### src/rtl/fetch_pkg.sv
// Shared fetch-stage types: PC width, PC type, fetch FSM states.
// Optional return-stack occupancy guard enabled by RAS_OVF_GUARD_EN.
package fetch_pkg;

  localparam int FETCH_PC_W = 14;
  localparam int FETCH_RESET_PC = 0;

  typedef logic [FETCH_PC_W-1:0] pc_t;

  typedef enum logic [1:0] {
    BOOT  = 2'd0,
    RUN   = 2'd1,
    FLUSH = 2'd2
  } fetch_state_t;

endpackage

### src/rtl/ras_occ_cnt.sv
// Saturating up/down occupancy counter tracking return-stack depth.
// Saturates at 2^W on push; never underflows on pop.
module ras_occ_cnt #(
  parameter int W = 9
) (
  input  logic clk,
  input  logic rst,
  input  logic inc,
  input  logic dec,
  output logic empty
);

  localparam logic [W:0] FULL = (W+1)'(1) << W;

  logic [W:0] occ_q;
  logic [W:0] occ_d;

  always_comb begin
    occ_d = occ_q;
    if (inc && occ_q != FULL) begin
      occ_d = occ_q + 1'b1;
    end else if (dec && occ_q != '0) begin
      occ_d = occ_q - 1'b1;
    end
  end

  always_ff @(posedge clk or negedge rst) begin
    if (!rst) begin
      occ_q <= '0;
    end else begin
      occ_q <= occ_d;
    end
  end

  assign empty = (occ_q == '0);

endmodule

### src/rtl/ras_fetch_ctrl.sv
// Next-PC generation and fetch control feeding the return-address stack.
// Define RAS_OVF_GUARD_EN to suppress pops from an empty stack.
module ras_fetch_ctrl
  import fetch_pkg::*;
#(
  parameter int PC_W           = FETCH_PC_W,
  parameter int RESET_PC       = FETCH_RESET_PC,
  parameter int RAS_DEPTH_LOG2 = 9
) (
  input  logic            clk,
  input  logic            rst,
  input  logic            pd_call,
  input  logic            pd_ret,
  input  logic            pd_jump,
  input  logic [PC_W-1:0] pd_target,
  input  logic [PC_W-1:0] ras_ra,
  input  logic            redirect,
  input  logic [PC_W-1:0] redirect_pc,
  input  logic            d_ready,
  output logic [PC_W-1:0] f_pc,
  output logic            f_valid,
  output logic            ras_push,
  output logic            ras_pop,
  output logic [PC_W-1:0] ras_pc
);

  fetch_state_t    state_q, state_d;
  logic [PC_W-1:0] f_pc_q, f_pc_d;
  logic [PC_W-1:0] pc_inc;
  logic            fire;
  logic            ret_ok;

`ifdef RAS_OVF_GUARD_EN
  logic occ_empty;

  ras_occ_cnt #(
    .W(RAS_DEPTH_LOG2)
  ) u_occ (
    .clk  (clk),
    .rst  (rst),
    .inc  (ras_push),
    .dec  (ras_pop),
    .empty(occ_empty)
  );

  assign ret_ok = ~occ_empty;
`else
  logic unused_cfg;
  assign unused_cfg = (RAS_DEPTH_LOG2 != 0);
  assign ret_ok     = 1'b1;
`endif

  assign pc_inc = f_pc_q + 1'b1;
  assign fire   = (state_q == RUN) & d_ready & ~redirect;

  always_ff @(posedge clk or negedge rst) begin
    if (!rst) begin
      state_q <= BOOT;
      f_pc_q  <= PC_W'(RESET_PC);
    end else begin
      state_q <= state_d;
      f_pc_q  <= f_pc_d;
    end
  end

  always_comb begin
    state_d = state_q;
    if (redirect) begin
      state_d = FLUSH;
    end else begin
      unique case (state_q)
        BOOT:    state_d = RUN;
        RUN:     state_d = RUN;
        FLUSH:   state_d = RUN;
        default: state_d = BOOT;
      endcase
    end
  end

  // An empty-stack return falls through to the next bundle.
  always_comb begin
    f_pc_d = f_pc_q;
    if (redirect) begin
      f_pc_d = redirect_pc;
    end else if (fire && pd_call) begin
      f_pc_d = pd_target;
    end else if (fire && pd_ret) begin
      f_pc_d = ret_ok ? ras_ra : pc_inc;
    end else if (fire && pd_jump) begin
      f_pc_d = pd_target;
    end else if (fire) begin
      f_pc_d = pc_inc;
    end
  end

  always_comb begin
    f_pc     = f_pc_q;
    f_valid  = (state_q == RUN);
    ras_push = fire & pd_call;
    ras_pop  = fire & pd_ret & ~pd_call & ret_ok;
    ras_pc   = pc_inc;
  end

endmodule

### config.mk
export PLATFORM = sky130hd
export DESIGN_NAME = ras_fetch_ctrl
export DESIGN_NICKNAME = d
export VERILOG_FILES = /design/src/rtl/fetch_pkg.sv /design/src/rtl/ras_occ_cnt.sv /design/src/rtl/ras_fetch_ctrl.sv
export SDC_FILE = /design/constraint.sdc
export NUM_CORES = 1
export LEC_CHECK = 0
export BUFFER_PORTS_ARGS = -buffer_cell sky130_fd_sc_hd__buf_2
export CAP_MARGIN = 20
export CORE_UTILIZATION = 39
export CTS_CLUSTER_DIAMETER = 60
export CTS_CLUSTER_SIZE = 24
export DETAILED_ROUTE_END_ITERATION = 10
export PLACE_DENSITY = 0.85
export SLEW_MARGIN = 20
export SYNTH_ARGS = -nofsm -noshare
export SYNTH_HDL_FRONTEND = slang
export SYNTH_HIERARCHICAL = 1
export SYNTH_SLANG_ARGS = --single-unit
### constraint.sdc
create_clock -name clk -period 1.45 [get_ports clk]
set_input_delay 0.145 -clock clk [delete_from_list [all_inputs] [get_ports clk]]
set_output_delay 0.145 -clock clk [all_outputs]
set_load 0.005 [all_outputs]
# After elaboration in Yosys (flattened, before gate mapping)
# Index checks and enable logic that the tools add are counted.
# word_totals
regBits	16
# op_classes
n_bitwise	7
add_sub_neg	1
reduce_logical	6
n_eq_ne	2
mux	7
# ops
op	count
$mux 14	5
$add 14x1->14 const B	1
$and 1x1->1	5
$reduce_bool 5->1	1
$logic_and 1x1->1	3
$reduce_or 3->1	1
$eq 2x1->1 const B	1
$eq 2x2->1 const B	1
$logic_not 2->1	1
$mux 2	1
$not 1->1	2
$mux 1	1

# Depth between registers and ports, before layout
# Gate-level depths: netlist of run 1.
# logic_depth
depth_word	8
depth_mapped	6

# Worst setup path after synthesis of run 1
# No wires, ideal clock.
# synth_timing
path_type	register to register
start	register f_pc_q[0], in the netlist f_pc[0]
end	register f_pc_q[10], in the netlist f_pc[10]
required_time_ns	1.324
setup_time_ns	0.126
n_path_buf	0
arrival_time_ns	1.470
synth_period_minus_slack_ns	1.596
path_slack_ns	-0.146
stages_incl_launch_ff	7
path_cell_list	dfrtp_1 ha_1 nand2_1 nor2_1 and4_4 xor2_2 a221o_1
# synth_between
elab_chain_cells	6
# synth_rtl
item	line	rtl
start, declared	ras_fetch_ctrl.sv:28	logic [PC_W-1:0] f_pc_q, f_pc_d;
start signal, assigned	ras_fetch_ctrl.sv:59	f_pc_q <= PC_W'(RESET_PC);
start signal, assigned	ras_fetch_ctrl.sv:62	f_pc_q <= f_pc_d;
$add 14x1->14	ras_fetch_ctrl.sv:53	assign pc_inc = f_pc_q + 1'b1;
named net ras_pc[10]	ras_fetch_ctrl.sv:24	output logic [PC_W-1:0] ras_pc
$mux 14	ras_fetch_ctrl.sv:91	end else if (fire) begin
$mux 14	ras_fetch_ctrl.sv:89	end else if (fire && pd_jump) begin
$mux 14	ras_fetch_ctrl.sv:87	end else if (fire && pd_ret) begin
$mux 14	ras_fetch_ctrl.sv:85	end else if (fire && pd_call) begin
$mux 14	ras_fetch_ctrl.sv:83	if (redirect) begin
# The timed path passes the listed nets, and every way through them passes these cells. The select of a mux whose other input is x is not followed.
# A chain may end at the register's enable or synchronous reset.

# Worst setup path after layout of run 1
# layout_timing
start	register f_pc_q[1], in the netlist f_pc[1]
end	output ras_pc[12]
# layout_between
elab_chain_cells	1
# layout_rtl
item	line
$add 14x1->14	ras_fetch_ctrl.sv:53
end, declared	ras_fetch_ctrl.sv:24
# No other way between the ends.

==> run metrics, run 1 <==
status finished, violations left; failing checks setup timing; Synth Area in Compound Gates 29.0%; number of port buffers 79; area grow syn2layout 84.6%; grt total ovfl 0; Synth async-reset ratio 100%; post-synthesis cell area 0.00134 mm^2; Initial Util 42.4%; worst-path fanout max 3; Initial DRC Count 134; gp weighted congestion 0.868; CTS clk-pin slew, worst paths 0.12 ns; drt first pass iters 5; RSZ-0062 raised after global routing yes; setup violators final 26; IO Pins 80; register bit total from synthesis 16; delay-heaviest family, CP flip-flops; worst skew pair latency 0.30 ns; Yosys cell types 43; Core Area 0.00315 mm^2; row count 20; post-route non-filler standard cell count 326; Min Hold Slack 0.0412 ns; Post-Synth Adder-Cell Area 0.935%; antenna viol nets, final 0; maximum VDD drop 0.375 mV; Crit. End Element output port; nets 333; H-tree level count 1; vias in the first global route 1,743; Min-Delay Path Class in2reg; Post-DP HPWL 3.53 mm; crit path buf inv count 2; largest net degree at the start of global routing 31; Final Hold Fails 0; minimum clock period 1.86 ns; Pwr Density 665 mW/mm^2; CP startpoint kind flip-flop; placed cells 303; largest family of logic cells by synthesized area compound AO/OA/AOI/OAI gates; die height 60.6 um; post-synthesis mux area share 0%; die area 0.00367 mm^2; clk buf depth 2; total track usage 29.6%; EDFF count, synth 0; Vias/cell 5.94; Mapped Avg Cell Area 8.57 um^2; fillers 214; Crit-path slowest cell dfrtp_2; Rel. slew slack 62.6%; CTS tree done; first-pass GRT wire length 7.98 mm; initial antenna violation count 0; max cap viols 0; vias 1,936; Req. time, crit path 1.31 ns; Leakage 1.20 nW; post-layout worst setup margin -0.413 ns; clock sink count 16; cell count after synthesis 156; Max stage delay on crit path 0.46 ns; Mapped Nets 206; # diodes 0; DRT Wirelength 5.98 mm; Crit Path Category reg2out; Max Clock Skew 0.0108 ns; final cycle utilization of the critical path 128%; WL per Instance 18.3 um; sequential-to-total area share from yosys stat 29.9%; residual DRC count 0; simple logic cell fraction of the synthesized area 24.8%; xor and xnor area share after synthesis 8.98%; Slew Viols, Final 0; Worst-Margin Slew 0.561 ns; crit-path cells ha_4 -> nand2_4 -> buf_6 -> nor4_4 -> xor2_1 -> buf_2; top_reg_cell synth dfrtp_1; Arr. time, crit path 1.72 ns; total CTS buffers 3; share of cells above drive strength 1 65.2%; FMAX 0.537 GHz; Horiz. Die Dim 60.6 um; Root Buffer Master clkbuf_4; warnings from Yosys 6
-- state kept, by name, indices dropped and copies added (netlist names) --
name	cells
state_q	2
f_pc	14
-- stage by stage --
stage	setup WS, ns	cell area, um^2	total power [mW]	util, %	TNS, ns
4_1_cts	-0.287	2270	1.51	72.1	-3.08
6_report	-0.413	2470	1.64	78.3	-4.98
2_1_floorplan	-0.0636	1350	0.792	-	-0.0859
3_5_place_dp	-0.0936	1990	1.10	63.3	-0.472
5_1_grt	-0.443	2470	1.71	78.3	-6.17
3_3_place_gp	-0.0462	1990	1.09	63.3	-0.0919
-- worst min-delay path, stage by stage --
cell and delay (ns):
buf_2 0.08, a21oi_2 0.05, o41ai_2 0.04
-- synthesized netlist by cell type (2+ instances only) --
master / count / area, um^2
a221oi_1: 9 / 78.8
xor2_2: 2 / 32.5
dfrtp_1: 16 / 400
inv_1: 5 / 18.8
o21ai_0: 6 / 30.0
o211ai_1: 2 / 15.0
buf_2: 3 / 15.0
o41ai_1: 2 / 17.5
nand2_1: 8 / 30.0
nor3_1: 7 / 35.0
a22oi_1: 2 / 15.0
a32oi_1: 2 / 17.5
nand3_1: 5 / 25.0
nand2b_1: 4 / 25.0
a221o_1: 6 / 60.1
nor2_1: 21 / 78.8
xor2_1: 6 / 52.6
clkbuf_1: 4 / 15.0
a21oi_1: 13 / 65.1
xnor2_1: 4 / 35.0
nor2b_1: 4 / 25.0
o21a_1: 4 / 30.0
-- where the power goes --
part / switching, mW / internal, mW / total [mW]
registers: 0.0550 / 0.493 / 0.548
clock network: 0.171 / 0.153 / 0.324
logic: 0.377 / 0.392 / 0.769
total: 0.602 / 1.04 / 1.64
-- final timing paths --
check                                          start                   end  slack [ns]  cells after the start
worst min register to register  state_q[0]$_DFF_PN0_  state_q[0]$_DFF_PN0_        0.56                      2
worst max-delay path             f_pc[1]$_DFFE_PN0P_            ras_pc[12]       -0.41                      6
min in group asynchronous                        rst   f_pc[3]$_DFFE_PN0P_        0.29                      2
worst min-delay path                  redirect_pc[3]   f_pc[3]$_DFFE_PN0P_        0.04                      3
worst max register to register   f_pc[1]$_DFFE_PN0P_   f_pc[2]$_DFFE_PN0P_       -0.24                      8
max in group asynchronous                        rst   f_pc[2]$_DFFE_PN0P_        0.84                      2
-- what timing repair did --
item,CTS,global route
pin swaps,18,18
setup buffers,11,10
setup endpoints to repair,23,27
endpoints found under the hold margin,16,0
hold buffers,1,0
resized for setup,30,35
-- cell families (layout without fill, tap and decap cells) --
family / count (synthesis) / in the layout
xor gates and xnor gates: 12 / 12
adders and majority gates: 1 / 1
buffers and inverters: 16 / 142
and+or+nand+nor: 58 / 58
AOI/OAI and AO/OA: 53 / 53
DFF: 16 / 16
-- cells in the final DEF, fill, tap and decap left out, drive strengths merged, types with 2 or more instances in the layout --
cell,netlist,final
xor2,8,8
nor2b,4,4
buf,5,131
xnor2,4,4
clkbuf,5,4
a221oi,9,9
inv,5,5
o21a,4,4
nand3,6,6
nand2,8,8
nor2,21,21
o21ai,8,8
o41ai,2,2
a221o,6,6
o211ai,2,2
nor3,9,9
a21oi,13,13
a32oi,2,2
dfrtp,16,16
a22oi,2,2
nand2b,4,4
-- layer usage --
| layer | wire, um | global-route usage, % | vias up |
|---|---|---|---|
| li1 | - | - | 837 |
| met1 | 2180 | 36.7 | 924 |
| met2 | 2970 | 49.3 | 142 |
| met3 | 549 | 5.33 | 33 |
| met4 | 271 | 15.3 | 0 |
| met5 | 0 | 0 | - |
-- layout make-up --
type                    count  area [um^2]  share of cell area [%]
clock buffers               4         36.3                    1.47
inverters                   6         22.5                   0.912
multi-input cells         124         1100                    44.6
flip-flops and latches     16          407                    16.5
well taps                  44         55.1                    2.23
repair buffers            132          848                    34.4
Note: power is estimated with default switching activity, not from simulation.
==> run 2, diff against run 1 <==
--- a/config.mk
+++ b/config.mk
@@ -7,7 +7,9 @@
 export LEC_CHECK = 0
 export BUFFER_PORTS_ARGS = -buffer_cell sky130_fd_sc_hd__buf_2
 export CAP_MARGIN = 20
-export CORE_UTILIZATION = 39
+export CELL_PAD_IN_SITES_DETAIL_PLACEMENT = 1
+export CELL_PAD_IN_SITES_GLOBAL_PLACEMENT = 1
+export CORE_UTILIZATION = 27
 export CTS_CLUSTER_DIAMETER = 60
 export CTS_CLUSTER_SIZE = 24
 export DETAILED_ROUTE_END_ITERATION = 10
==> run 2 against run 1 <==
Net effect: largest cell class unchanged; the run still ends with setup timing left; clock skew down 0.0074 ns; first-iteration DRC count up 13%; hold slack better by 0.034 ns; sequential power about the same; clock-buffer cell count unchanged; non-clock buffer count up 9; global-route usage down 3.1 points.
==> run metrics, run 2 (synthesized netlist as in run 1, its figures left out) <==
Horiz. Die Dim 72.4 um; Slew Viols, Final 0; row count 25; # diodes 0; Crit Path Category reg2out; nets 342; max cap viols 0; commonest cells after routing, fill and taps aside buf_2 (77), buf_4 (43), buf_6 (19); Psw 0.680 mW; combinational share of power 46.0%; Min-Delay Path Class in2reg; setup violators final 27; CP startpoint kind flip-flop; FMAX 0.538 GHz; Clock Power Share 24.4%; Root Buffer Master clkbuf_8; initial antenna violation count 0; status finished, violations left; Crit. End Element output port; final cycle utilization of the critical path 128%; met2 GRT Util 48.6%; total track usage 26.5%; maximum VDD drop 0.379 mV; Internal 1.17 mW; minimum clock period 1.86 ns; RSZ-0062 raised after global routing yes; vias 1,953; clock sink count 16; DRT Wirelength 7.72 mm; Post-DP HPWL 4.37 mm; Worst Reg2Reg Path Length in Cells 9; Pwr Total 1.85 mW; first-pass GRT wire length 10.3 mm; Worst-Margin Slew 0.686 ns; area grow syn2layout 96.5%; worst skew pair latency 0.27 ns; Sequential Power Share 29.6%; DP Area 0.00205 mm^2; IO Pins 80; layer with the highest usage met2; failing checks setup timing; met3 Use GR 3.61%; die area 0.00524 mm^2; drt first pass iters 4; total CTS buffers 3; vias in the first global route 1,992; die height 72.4 um; max reg flops 14; Core Area 0.00475 mm^2; largest net degree at the start of global routing 31; Vias/cell 5.46; switching share of total power 36.9%; antenna viol nets, final 0; post-layout worst setup margin -0.408 ns; residual DRC count 0; gp weighted congestion 0.805; Req. time, crit path 1.31 ns; number of port buffers 79; fillers 594; Max Clock Skew 0.00339 ns; Pwr Density 702 mW/mm^2; clk buf depth 2; Rel. slew slack 54.3%; Leakage 1.27 nW; Initial Util 28.1%; hold depth 3; worst-path fanout max 3; met1 Use GR 30.0%; Arr. time, crit path 1.71 ns; grt total ovfl 0; Initial DRC Count 152; share of cells above drive strength 1 66.3%; fin area 0.00263 mm^2; WL per Instance 21.6 um; H-tree level count 1; CTS clk-pin slew, worst paths 0.08 ns; Final Hold Fails 0; CTS tree done; most common cell after layout, fill and taps aside buf_2
-- run 2: cell types whose count changed in the layout (fill, tap and decap cells not counted), sizes merged --
cell and change:
buf +9
-- run 2: final timing paths --
kind / slack, ns / from / endpoint
setup / recovery: -0.41 / f_pc[1]$_DFFE_PN0P_ / ras_pc[12]
hold / removal: 0.08 / redirect_pc[2] / f_pc[2]$_DFFE_PN0P_
setup reg to reg: -0.28 / f_pc[1]$_DFFE_PN0P_ / f_pc[4]$_DFFE_PN0P_
hold reg to reg: 0.63 / state_q[0]$_DFF_PN0_ / state_q[0]$_DFF_PN0_
max in group asynchronous: 0.76 / rst / f_pc[4]$_DFFE_PN0P_
min in group asynchronous: 0.35 / rst / f_pc[10]$_DFFE_PN0P_
-- run 2: routing by layer --
metal	wire (um)	up-vias
li1	-	847
met1	2930	950
met2	4020	124
met3	473	32
met4	298	0
met5	0	-
-- run 2: repair_timing --
item,CTS,global route
setup buffers,15,12
pin swaps,24,17
hold endpoints to repair,16,0
resized for setup,48,22
hold buffers,1,0
endpoints found under the setup margin,22,26
-- run 2: cell type report --
| type | count | area, um^2 | share of cell area, % |
|---|---|---|---|
| flip-flops and latches | 16 | 407 | 15.5 |
| multi-input cells | 124 | 1110 | 42.2 |
| inverters | 6 | 22.5 | 0.857 |
| repair buffers | 141 | 952 | 36.2 |
| well taps | 67 | 83.8 | 3.19 |
| clock buffers | 4 | 55.1 | 2.09 |
-- run 2: per-stage QoR --
stage               setup WS, ns  util, %  hold WS (ns)  cells  setup TNS [ns]
floorplan                -0.0636        -        -0.151    156         -0.0859
CTS                       -0.257     51.1        0.0868    346           -2.38
finish                    -0.408     55.3        0.0756    358           -5.77
global route              -0.445     55.3        0.0961    358           -7.23
global placement       -0.000497     43.1        0.0899    328       -0.000497
detailed placement       -0.0973     43.1        0.0982    328          -0.326
-- run 2: power by group through the flow --
stage                     logic (mW)  registers [mW]  clock network, mW
after floorplan                0.226           0.566                  0
after global placement         0.577           0.539                  0
after detailed placement       0.594           0.543                  0
after CTS                      0.724           0.541              0.426
after global routing           0.897           0.550              0.482
final                          0.849           0.546              0.451
-- run 2: worst max-delay path, stage by stage (launching register included) --
cell and delay [ns]:
dfrtp_2 0.41, ha_4 0.16, nand2_4 0.08, buf_6 0.13, nor4_4 0.23, xor2_1 0.26
buf_2 0.16
==> run 3, diff against run 2 <==
--- a/config.mk
+++ b/config.mk
@@ -9,6 +9,7 @@
 export CAP_MARGIN = 20
 export CELL_PAD_IN_SITES_DETAIL_PLACEMENT = 1
 export CELL_PAD_IN_SITES_GLOBAL_PLACEMENT = 1
+export CORE_ASPECT_RATIO = 0.8
 export CORE_UTILIZATION = 27
 export CTS_CLUSTER_DIAMETER = 60
 export CTS_CLUSTER_SIZE = 24
==> run 3 against run 2 <==
Net effect: the run still ends with setup timing left; sequential power shrank 0.7%; clock power fell by 3%; utilization decreased by 3.8 points; flip-flop and latch count unchanged; clock skew shrank 0.0014 ns; sequential share of layout area rose by 1.4 points; first-iteration DRC count down 37%.
==> run metrics, run 3 (synthesized netlist as in run 1, its figures left out) <==
Horiz. Die Dim 80.7 um; met3 Use GR 6.62%; share of cells above drive strength 1 61.9%; number of port buffers 79; IO Pins 80; Crit. End Element output port; Crit-path slowest cell dfrtp_2; max reg flops 14; RSZ-0062 raised after global routing yes; crit-path cells ha_4 -> nand2_4 -> nor2_2 -> and4_4 -> xor2_2 -> buf_2; met2 GRT Util 46.3%; Min-Delay Path Class in2reg; post-route non-filler standard cell count 338; residual DRC count 0; total CTS buffers 3; placed cells 322; delay-heaviest family, CP simple AND/OR/NAND/NOR gates; Slew Viols, Final 0; clk buf depth 2; initial antenna violation count 0; WL per Instance 20.5 um; Worst-Margin Slew 0.423 ns; setup violators final 23; commonest cells after routing, fill and taps aside buf_2 (78), buf_4 (39), nor2_1 (15); CTS clk-pin slew, worst paths 0.07 ns; Max Clock Skew 0.00199 ns; Worst Reg2Reg Path Length in Cells 8; fin area 0.00241 mm^2; Root Buffer Master clkbuf_8; worst-path fanout max 3; critical path depth 6; Pwr Density 719 mW/mm^2; Leakage 1.16 nW; CP startpoint kind flip-flop; DP Area 0.00205 mm^2; CP endpoint ras_pc[10]; maximum VDD drop 0.306 mV; layer with the highest usage met2; max cap viols 0; Initial DRC Count 96; vias 1,834; # diodes 0; H-tree level count 1; launching point of the worst reg2reg path f_pc[1]$_DFFE_PN0P_; largest net degree at the start of global routing 31; post-layout util 51.5%; failing checks setup timing; most common cell after layout, fill and taps aside buf_2; die height 65.0 um; Rel. slew slack 71.8%; Arr. time, crit path 1.63 ns; Vias/cell 5.43; Max stage delay on crit path 0.43 ns; Worst Setup SP f_pc[1]$_DFFE_PN0P_; DRT Wirelength 6.93 mm; area grow syn2layout 80.1%; nets 329; total track usage 26.8%; min-delay src redirect_pc[2]; reg-to-reg slack, setup -0.18 ns; crit path buf inv count 1; gp weighted congestion 0.826; Final Hold Fails 0; Req. time, crit path 1.31 ns; fillers 587; reg2reg end f_pc[6]$_DFFE_PN0P_; met1 Use GR 32.2%; Core Area 0.00468 mm^2; minimum clock period 1.77 ns; row count 22; worst skew pair latency 0.26 ns; Post-DP HPWL 4.52 mm; CTS tree done; clock sink count 16; Initial Util 28.6%; first-pass GRT wire length 10.4 mm; status finished, violations left; drt first pass iters 4; FMAX 0.563 GHz; die area 0.00524 mm^2; Crit Path Category reg2out; final cycle utilization of the critical path 122%; antenna viol nets, final 0; post-layout worst setup margin -0.325 ns; grt total ovfl 0; vias in the first global route 2,020
-- run 3: cell count changes in the layout (fill, tap and decap cells not counted), moves of 2 or more --
cell	change
a221oi_2	-5
nand3_2	+2
nor2_2	+2
a21oi_1	+2
a221oi_1	+5
nand2_1	+2
buf_6	-11
buf_4	-4
a21oi_2	-2
nand2_4	-2
-- run 3: layer usage --
| metal | share of wire (%) | vias to the layer above | wire [um] |
|---|---|---|---|
| met5 | 0 | - | 0 |
| li1 | - | 821 | - |
| met3 | 7.7 | 18 | 535 |
| met2 | 50 | 95 | 3460 |
| met4 | 2.1 | 0 | 145 |
| met1 | 40 | 900 | 2790 |
-- run 3: final cells by class --
cell class | count | area (um^2) | area share (%)
Clock buffer | 4 | 55.1 | 2.29
Inverter | 6 | 22.5 | 0.935
Multi-Input combinational cell | 124 | 1030 | 42.8
Sequential cell | 16 | 407 | 16.9
Tap cell | 60 | 75.1 | 3.12
Timing Repair Buffer | 128 | 818 | 34.0
-- run 3: per-stage QoR --
stage | power, mW | worst slack [ns] | TNS (ns) | hold slack [ns]
4_1_cts | 1.68 | -0.248 | -2.70 | 0.0827
3_3_place_gp | 1.12 | -0.0204 | -0.0204 | 0.0898
5_1_grt | 1.81 | -0.412 | -4.83 | 0.110
2_1_floorplan | 0.792 | -0.0636 | -0.0859 | -0.151
6_report | 1.73 | -0.325 | -3.54 | 0.0795
3_5_place_dp | 1.15 | -0.0795 | -0.286 | 0.106
-- run 3: where the power goes --
part           internal [mW]  switching [mW]
Clock                  0.242           0.194
Sequential             0.493          0.0497
Combinational          0.374           0.377
Total                   1.11           0.622
-- run 3: worst reg2reg max path, delay by kind of cell (launching register included) --
| kind | cells | cell delay, ns |
|---|---|---|
| fa+ha+maj | 1 | 0.19 |
| buf+inv | 2 | 0.26 |
| compound gates | 1 | 0.27 |
| flops | 1 | 0.43 |
| simple gates | 3 | 0.20 |
| xor+xnor | 1 | 0.19 |
-- run 3: worst min-delay path by stage --
stage,endpoint,depth (start not counted)
6_report,f_pc[2]$_DFFE_PN0P_,3
5_1_grt,f_pc[3]$_DFFE_PN0P_,3
4_1_cts,f_pc[2]$_DFFE_PN0P_,3
3_5_place_dp,f_pc[5]$_DFFE_PN0P_,1
3_3_place_gp,f_pc[5]$_DFFE_PN0P_,1
2_1_floorplan,f_pc[0]$_DFFE_PN0P_,0
-- run 3: timing repair --
action / 4_1_cts / 5_1_grt
endpoints found under the setup margin: 24 / 25
pin swaps: 14 / 10
gates cloned: 0 / 0
endpoints found under the hold margin: 16 / 0
buffers inserted: 11 / 2
hold buffers: 1 / 0
gates resized for setup: 32 / 14
